## src/rtl/clap_pkg.sv

```systemverilog
// Shared definitions for the clap light controller slice.
// No logic of its own: constants, FSM encodings and a width helper.
// Imported by the controller top and the per-light auto-off timer.
package clap_pkg;

   // Event codes reported alongside each accepted nonzero command
   localparam logic [1:0] EVT_TOGGLE  = 2'd0;
   localparam logic [1:0] EVT_ALL_OFF = 2'd1;
   localparam logic [1:0] EVT_ALL_ON  = 2'd2;
   localparam logic [1:0] EVT_INVALID = 2'd3;

   // Controller FSM encodings
   localparam logic [1:0] ST_IDLE    = 2'd0;
   localparam logic [1:0] ST_APPLY   = 2'd1;
   localparam logic [1:0] ST_LOCKOUT = 2'd2;

   // Bits needed to hold values 0..value-1; never less than one bit so that
   // degenerate parameter choices still produce a legal vector width.
   function automatic int clogb2(input int value);
      int width;
      width = 0;
      for (int i = 0; i < 32; i++) begin
         if ((64'd1 << i) < 64'(value)) begin
            width = i + 1;
         end
      end
      return (width < 1) ? 1 : width;
   endfunction

endpackage

```

## src/rtl/auto_off_timer.sv

```systemverilog
// One light channel: holds the light bit and its optional auto-off countdown.
// Latency: command applied on the edge it is presented; expiry clears the light
// AUTO_OFF_CYCLES edges after it turned on. No backpressure; a command always wins.
module auto_off_timer
   import clap_pkg::*;
#(
   parameter int AUTO_OFF_CYCLES = 0
) (
   input  logic clock,
   input  logic reset,
   input  logic cmd_en,
   input  logic cmd_val,
   output logic light
);

   if (AUTO_OFF_CYCLES > 0) begin : g_timer
      localparam int CW = clogb2(AUTO_OFF_CYCLES + 1);
      localparam logic [CW-1:0] LOAD = CW'(AUTO_OFF_CYCLES);

      // The counter holds the number of edges left before the light self-clears.
      logic [CW-1:0] remain;

      // Command has priority; otherwise an on light counts down and clears at 1.
      always_ff @(posedge clock or posedge reset) begin
         if (reset) begin
            light  <= 1'b0;
            remain <= '0;
         end else if (cmd_en) begin
            light <= cmd_val;
            // Any command that lights a dark channel restarts its on-time
            if (cmd_val && !light) begin
               remain <= LOAD;
            end
         end else if (light) begin
            if (remain == CW'(1)) begin
               light <= 1'b0;
            end
            remain <= remain - CW'(1);
         end
      end
   end else begin : g_plain
      // Without a timer the light only changes on commands.
      always_ff @(posedge clock or posedge reset) begin
         if (reset) begin
            light <= 1'b0;
         end else if (cmd_en) begin
            light <= cmd_val;
         end
      end
   end

endmodule

```

## src/rtl/clap_light_controller.sv

```systemverilog
// Multi-channel light controller driven by clap-burst counts.
// Latency: lights and event update one edge after the accept edge.
// Backpressure: claps_ready low during the apply cycle and the post-command lockout.
module clap_light_controller
   import clap_pkg::*;
#(
   parameter int CLAPS_IN_WIDTH  = 16,
   parameter int NUM_LIGHTS      = 4,
   parameter int ALL_CLAPS       = 8,
   parameter int LOCKOUT_CYCLES  = 50000000,
   parameter int AUTO_OFF_CYCLES = 0,
   parameter int INDEX_WIDTH     = clogb2(NUM_LIGHTS)
) (
   input  logic                      clock,
   input  logic                      reset,
   input  logic [CLAPS_IN_WIDTH-1:0] claps_data,
   input  logic                      claps_valid,
   output logic                      claps_ready,
   output logic [NUM_LIGHTS-1:0]     light_state,
   output logic                      event_valid,
   output logic [1:0]                event_code,
   output logic [INDEX_WIDTH-1:0]    event_index
);

   localparam int LOCK_W = clogb2(LOCKOUT_CYCLES);
   localparam logic [LOCK_W-1:0] LOCK_LOAD =
      (LOCKOUT_CYCLES > 0) ? LOCK_W'(LOCKOUT_CYCLES - 1) : '0;
   localparam logic [CLAPS_IN_WIDTH-1:0] ALL_COUNT = CLAPS_IN_WIDTH'(ALL_CLAPS);

   logic [1:0]                state_q;
   logic [CLAPS_IN_WIDTH-1:0] count_q;
   logic [LOCK_W-1:0]         lock_q;

   logic                      apply;
   logic                      lights_off;
   logic                      dec_evt;
   logic [NUM_LIGHTS-1:0]     dec_en;
   logic [NUM_LIGHTS-1:0]     dec_val;
   logic [1:0]                dec_code;
   logic [INDEX_WIDTH-1:0]    dec_idx;

   assign apply      = (state_q == ST_APPLY);
   assign lights_off = (light_state == '0);

   // Decode the captured count into per-light commands and an event report.
   always_comb begin
      dec_en   = '0;
      dec_val  = '0;
      dec_code = EVT_INVALID;
      dec_idx  = '0;
      dec_evt  = (count_q != '0);
      if (count_q == ALL_COUNT) begin
         // All-off wins whenever anything is lit; all-on only from fully dark
         dec_en   = '1;
         dec_val  = {NUM_LIGHTS{lights_off}};
         dec_code = lights_off ? EVT_ALL_ON : EVT_ALL_OFF;
      end else begin
         for (int i = 0; i < NUM_LIGHTS; i++) begin
            if (count_q == CLAPS_IN_WIDTH'(i + 1)) begin
               dec_en[i]  = 1'b1;
               dec_val[i] = ~light_state[i];
               dec_code   = EVT_TOGGLE;
               dec_idx    = INDEX_WIDTH'(i);
            end
         end
      end
   end

   // Accept, apply and lockout sequencing with registered ready and event outputs.
   always_ff @(posedge clock or posedge reset) begin
      if (reset) begin
         state_q     <= ST_IDLE;
         count_q     <= '0;
         lock_q      <= '0;
         claps_ready <= 1'b0;
         event_valid <= 1'b0;
         event_code  <= 2'd0;
         event_index <= '0;
      end else begin
         event_valid <= 1'b0;
         case (state_q)
            ST_IDLE: begin
               if (claps_valid && claps_ready) begin
                  count_q     <= claps_data;
                  state_q     <= ST_APPLY;
                  claps_ready <= 1'b0;
               end else begin
                  claps_ready <= 1'b1;
               end
            end
            ST_APPLY: begin
               if (dec_evt) begin
                  event_valid <= 1'b1;
                  event_code  <= dec_code;
                  event_index <= dec_idx;
                  if (LOCKOUT_CYCLES == 0) begin
                     state_q     <= ST_IDLE;
                     claps_ready <= 1'b1;
                  end else begin
                     state_q <= ST_LOCKOUT;
                     lock_q  <= LOCK_LOAD;
                  end
               end else begin
                  // A zero count is silence, not a command: no echo guard needed
                  state_q     <= ST_IDLE;
                  claps_ready <= 1'b1;
               end
            end
            ST_LOCKOUT: begin
               // Counter parks at zero; the final lockout cycle reopens the input
               if (lock_q == '0) begin
                  state_q     <= ST_IDLE;
                  claps_ready <= 1'b1;
               end else begin
                  lock_q <= lock_q - LOCK_W'(1);
               end
            end
            default: begin
               state_q     <= ST_IDLE;
               claps_ready <= 1'b0;
            end
         endcase
      end
   end

   // One light channel per output bit; each owns its bit and timer.
   for (genvar g = 0; g < NUM_LIGHTS; g++) begin : g_light
      auto_off_timer #(
         .AUTO_OFF_CYCLES(AUTO_OFF_CYCLES)
      ) u_timer (
         .clock   (clock),
         .reset   (reset),
         .cmd_en  (dec_en[g] & apply),
         .cmd_val (dec_val[g]),
         .light   (light_state[g])
      );
   end

endmodule

```

## config.mk

```make
export PLATFORM = sky130hd
export DESIGN_NAME = clap_light_controller
export DESIGN_NICKNAME = d
export VERILOG_FILES = /design/src/rtl/clap_pkg.sv /design/src/rtl/auto_off_timer.sv /design/src/rtl/clap_light_controller.sv
export SDC_FILE = /design/constraint.sdc
export NUM_CORES = 1
export LEC_CHECK = 0
export ABC_CLOCK_PERIOD_IN_PS = 2750
export CORE_ASPECT_RATIO = 1.4
export CORE_MARGIN = 5
export CORE_UTILIZATION = 57
export CTS_CLUSTER_DIAMETER = 30
export DETAILED_ROUTE_END_ITERATION = 8
export PLACE_DENSITY_LB_ADDON = 0.3
export SLEW_MARGIN = 15
export SYNTH_ARGS = -nofsm -noshare
export SYNTH_HDL_FRONTEND = slang
export SYNTH_SLANG_ARGS = --single-unit
```

## constraint.sdc

```tcl
create_clock -name clock -period 2.75 [get_ports clock]
set_clock_uncertainty 0.15 [all_clocks]
set_input_delay 0.55 -clock clock [delete_from_list [all_inputs] [get_ports clock]]
set_output_delay 0.55 -clock clock [all_outputs]
set_load 0.02 [all_outputs]
```

==> impl_metrics.yaml <==
finish:
  area_growth_syn_to_layout_pct: 17.7
  nNetsFinal: 365
  fillCellCount: 397
  n_antenna_cell: 0
  final_layout_size_suffix_gt1_frac: 0.178
  stdcell_area_um2: 3570
clocking:
  cts_made_buffers: 5
  htree_levels: 2
  clock_path_buffers: 2
  cts_tree: "done"
  clk_pin_slew_worst_paths_ns: 0.10
  clkLatencyLatePin_ns: 0.31
  cts_root_buf: "clkbuf_8"
  post_cts_buffers: 0
  clock_sinks: 54
synth:
  synth_edf_count: 0
  synthTopCellsByCount: "dfrtp_1 (54), nand2_1 (19), nor2_1 (19), o21ai_0 (18), mux2_2 (17)"
  synthesis.nets: 331
  async_flop_share: 1.00
  syn-cell-area_um2: 3040
  synth_area_per_cell_um2: 9.89
  netlist_top_cells_area: "dfrtp_1 (44%), mux2_2 (6.3%), o21ai_0 (3.0%), o31ai_1 (2.7%), nand2_1 (2.3%)"
  synth_top_area_frac: 0.445
  yosysMostFrequentCell: "dfrtp_1"
  seq_area_frac_synth: 0.445
  syn_inst: 307
  synth_flop_cell: "dfrtp_1"
  ys_types: 62
  yosysTopAreaCell: "dfrtp_1"
  ys_seq_elements: 54
  ys_warn_count: 0
timing:
  period_needed_ns: 2.56
  hold_violations: 0
  fmax_mhz: 391
  finalMaxSlewViolations: 0
  fin_crit_sh: 0.931
  worst-slew-pin-transition_ns: 0.608
  rsz0062_at_grt: "no"
  relSlewSlack: 0.595
  finalSetupTns_ns: 0
  setup_viol: 0
routing:
  wl_per_cell_um: 17.3
  via_per_inst: 6.35
  routed_wl_mm: 7.07
  dr.pass1.iters: 4
  antenna_left: 0
  post-route-drc-count: 0
  vias: 2592
  drt_iter0_drc: 165
status:
  status: "finished, final reports clean"
floorplan:
  fp.coreArea_um2: 5160
  die_w_um: 71.7
  fp.dieArea_um2: 6910
  ioPinCount: 29
  start_util: 0.589
  dieHeight_um: 96.4
  fp-row-count: 31
power_and_ir_drop:
  ir_drop_mv: 0.594
  leakagePower_uw: 0.00133
  power_density_nw_per_um2: 784
critical_path:
  r2r_slack_ns: 0.19
  cp-start-kind: "flop"
  cp.required_ns: 2.80
  cp.arrival_ns: 2.61
  crit_fanout: 4
  path_class: "flop to flop"
  endpoint_kind: "flop"
global_route:
  grt_pass1_vias: 2591
  overflow: 0
  grt_max_degree: 34
  grtUsageTotal: 0.218
  antenna_found_initial: 0
  grt_pass1_wl_mm: 11.8
placed_design:
  portBuffers: 28
  globalplace.congestion: 0.840
  hpwlAfterDp_mm: 5.16
  dpl_cell_area_um2: 3450
flow_run:
  drv_cap: 0
worst_hold_path:
  min_path_type: "flop to flop"
[layer usage]
layer,track usage,share of wire,vias up
met5,0,0,-
met4,0.105,0.029,0
met3,0.0418,0.056,20
met2,0.407,0.54,69
met1,0.232,0.37,1264
li1,-,-,1239
[power breakdown]
part | internal [uW] | switching (uW)
logic | 482 | 564
clock network | 272 | 268
registers | 1000 | 213
[sequential cells by signal (all words and copies together), names as in the netlist]
signal                 count
state_q                    2
count_q                   16
g_light.u_timer.light      4
event_code                 2
event_valid                1
claps_ready                1
lock_q                    26
event_index                2
[metrics by stage]
step / std cells / total power (uW) / hold WS (ns) / utilization / setup slack, ns
4_1_cts: 408 / 2800 / 0.349 / 0.690 / 0.121
3_3_place_gp: 400 / 2220 / 0.334 / 0.669 / 0.227
6_report: 408 / 2800 / 0.346 / 0.693 / 0.190
3_5_place_dp: 400 / 2260 / 0.322 / 0.669 / 0.136
2_1_floorplan: 307 / 1900 / 0.315 / - / 0.320
5_1_grt: 408 / 2970 / 0.385 / 0.693 / 0.00194
[final cells by class]
class / instances / area (um^2) / area share
flip-flops and latches: 54 / 1350 / 0.378
clock inverters: 2 / 37.5 / 0.0105
repair buffers: 44 / 413 / 0.116
clock buffers: 6 / 72.6 / 0.0203
well taps: 66 / 82.6 / 0.0231
multi-input cells: 224 / 1570 / 0.440
inverters: 12 / 45.0 / 0.0126
[path summary, 6_finish.rpt]
kind                                    start       endpoint  cells past startpoint
worst min-delay path            event_code[1]  event_code[1]                      2
worst max-delay path               state_q[0]      lock_q[7]                      7
worst min register to register  event_code[1]  event_code[1]                      2
max in group asynchronous               reset      lock_q[2]                      3
min in group asynchronous               reset    count_q[10]                      2
worst max register to register     state_q[0]      lock_q[7]                      7
[cell usage in the layout (no fill, tap or decap), types with 3 or more instances in the layout]
cell             Yosys  final
nor3_1              13     13
nand2b_1             3      3
mux2i_1              3      3
o41ai_1              3      3
a31oi_1              7      7
nand4_1              3      3
a311oi_1             5      5
nor2_1              19     19
clkdlybuf4s50_1      0     28
o31ai_1             11     11
buf_4                4     15
mux2_2              17     17
nand2_1             19     19
o21a_1               6      6
ha_1                 5      5
inv_1               12     11
or3_1                4      4
a21oi_1             12     12
o21ai_0             18     18
nor4b_1              3      3
nand3_1              7      7
dfrtp_1             54     54
nor4_1              11     10
clkbuf_8             0      5
a211oi_1             4      4
[critical path, stage by stage, from the launching register on]
cell and delay [ns]:
dfrtp_1 0.43, inv_1 0.11, ha_1 0.16, or4b_2 0.63, or3_1 0.42, o211ai_1 0.32
or3_1 0.15, nand3_1 0.07
[kinds of logic (layout without fill, tap and decap cells)]
| group | count (synthesis) | after routing | synth area share |
|---|---|---|---|
| simple gates | 109 | 109 | 0.207 |
| mux | 20 | 20 | 0.0729 |
| fa+ha+maj | 5 | 5 | 0.0206 |
| flops | 54 | 54 | 0.445 |
| xor+xnor | 1 | 1 | 0.00288 |
| buf+inv | 29 | 64 | 0.0420 |
| compound gates | 89 | 89 | 0.210 |
[timing repair]
action                                  4_1_cts  5_1_grt
resized for setup                             0        3
endpoints found under the setup margin        0        6
hold buffers                                  0        0
No activity file was read; power rests on OpenSTA's default activity.
==> RTL edit: new RTL, same settings <==
Set the parameter `LOCKOUT_CYCLES` to 12500000 (it was 50000000).
--- a/src/rtl/clap_light_controller.sv
+++ b/src/rtl/clap_light_controller.sv
@@ -9,3 +9,3 @@
    parameter int ALL_CLAPS       = 8,
-   parameter int LOCKOUT_CYCLES  = 50000000,
+   parameter int LOCKOUT_CYCLES  = 12500000,
    parameter int AUTO_OFF_CYCLES = 0,
Formal check against the unedited RTL: no difference found for any inputs over 10 cycles, from zero or initial values and one cycle with reset high; that may be too few to reach the edited logic, so the function may still have changed.
==> RTL edit against the original RTL <==
  * Wire length decreased by 6.2%
  * Global-route usage shrank 0.70 points
  * Core utilization decreased by 1.2 points
  * Sequential cell count decreased by 2
  * Combinational power shrank 9.9%
  * Setup slack lost 0.019 ns
  * Synthesized area down 2.0%
  * Count of clock-buffer cells in the layout down 1
  * Power shrank 1.3%
  * Critical endpoint is now lock_q[22]
  * Critical path depth is the same
  * Design area decreased by 2.4%
  * Non-clock buffer count fell by 5
==> RTL edit: results (changes against the original RTL) <==
** Yosys
- The number of flip-flops and latches in the synthesized netlist is 52 (-3.7%).
- The post-synthesis cell count came to 310 (+0.98%).
- Mapped Nets :: 335 (+1.2%)
- The commonest cells after synthesis are dfrtp_1 (52), o21ai_0 (22), nor4_1 (19).
- Seq/Total Area, Yosys :: 43.7% (-0.77 points)
- Sorting the synthesized cells by area gives the leading types as dfrtp_1 (44%), mux2_2 (6.4%), nor4_1 (4.0%).
- The unique cell type count in the Yosys netlist came to 50 (-19%).

** Critical path
- Maximum fanout encountered on the critical timing path :: 27 (+23)
- Delay of the slowest cell on the worst path :: 0.59 ns (-0.04 ns)
- The worst endpoint data arrival time came to 2.66 ns (+0.05 ns).
- Among all stages on the critical path, the largest delay is contributed by or4_1.

** Cells and area
- Top flop regs :: lock_q (24), count_q (16), g_light.u_timer.light (4)
- Non-clock inverter total of the final layout :: 14 (+2)
- Non-clock buffers, area share :: 10.8% (-0.79 points)
- The total area of multi-input combinational cells was 1520 sq um (-3.5%).
- The clock distribution area overhead in the final layout came to 4.56% (+1.5 points).
- Multi-input combinational cell count :: 223 (-0.45%)
- The fraction of standard cell area that is sequential was 37.3% (-0.50 points).
- Nets@finish :: 360 (-1.4%)
- The fraction of final layout cells with drive strength greater than 1 was 14.3% (-3.6 points).
- Filler-free cell count of the finished design :: 402 (-1.5%)
- Filler Cell Count :: 441 (+11%)

** Timing
- The pin slew with the least headroom to its limit is 0.845 ns (+0.238 ns).

** Placement
- Standard cell area after detailed placement :: 3330 sq um (-3.5%)
- Total instance count after detailed placement :: 394 (-1.5%)
- The worst setup slack before clock tree synthesis is 0.209 ns (+0.0724 ns).
- Final weighted congestion of routability-driven global placement :: 0.861 (+2.5%)

** Global routing
- The total global routing track utilization came to 21.1% (-0.70 points).
- The global-route wire length before repair came to 11.4 mm (-3.2%).
- The largest net degree at the start of global routing is 32 (-5.9%).

** Pwr
- Static Leak :: 1.29 nW (-2.5%)
- Power per Cell Area :: 793 nW/um^2 (+1.2%)

** Drt
- DR iter-0 viols :: 256 (+55%)
- The total routed wirelength is 6.63 mm (-6.2%).

** Run status
- Result of the run :: finished clean
==> RTL edit: changes by cell type in the layout (fill, tap and decap cells not counted), sizes merged, moves of 5 or more <==
cell	change
o31ai	-5
or4	+7
nor3	-5
buf	-5
nor4	+10
==> RTL edit: cells by family (layout without fill, tap and decap cells) <==
logic type	count (synthesis)	in the layout	synth area share, %
adders and majority gates	6	6	2.52
xor gates and xnor gates	1	1	0.294
and+or+nand+nor	120	120	24.0
muxes	22	22	8.12
DFF	52	52	43.7
AOI/OAI and AO/OA	74	74	16.1
buffers and inverters	35	61	5.26
==> RTL edit: report_power, final <==
group	total, mW	switching (mW)	internal, mW	leakage [nW]
combinational	0.946	0.504	0.442	0.619
clock	0.720	0.265	0.455	0.0784
sequential	1.10	0.159	0.943	0.596
total	2.77	0.928	1.84	1.29
==> RTL edit: worst paths after layout <==
path / start / end / slack [ns]
setup / recovery: state_q[0] / lock_q[22] / 0.17
hold / removal: event_code[1] / event_code[1] / 0.35
setup reg to reg: state_q[0] / lock_q[22] / 0.17
hold reg to reg: event_code[1] / event_code[1] / 0.35
max in group asynchronous: reset / claps_ready / 1.48
min in group asynchronous: reset / lock_q[12] / 0.44
==> RTL edit: per-layer routing <==
| metal | vias to the layer above | part of all wire (%) | global-route usage (%) | wire length (microns) |
|---|---|---|---|---|
| li1 | 1214 | - | - | - |
| met1 | 1249 | 38 | 22.6 | 2500 |
| met2 | 65 | 55 | 39.7 | 3670 |
| met3 | 19 | 3.8 | 3.48 | 255 |
| met4 | 0 | 3.1 | 10.0 | 204 |
| met5 | - | 0 | 0 | 0 |
==> RTL edit: worst register-to-register path, stage by stage (launching register included) <==
cell and delay, ns:
dfrtp_1 0.41, inv_1 0.08, ha_1 0.31, inv_1 0.07, or3_1 0.32, a21o_1 0.41, or4_1 0.59, a21oi_1 0.16
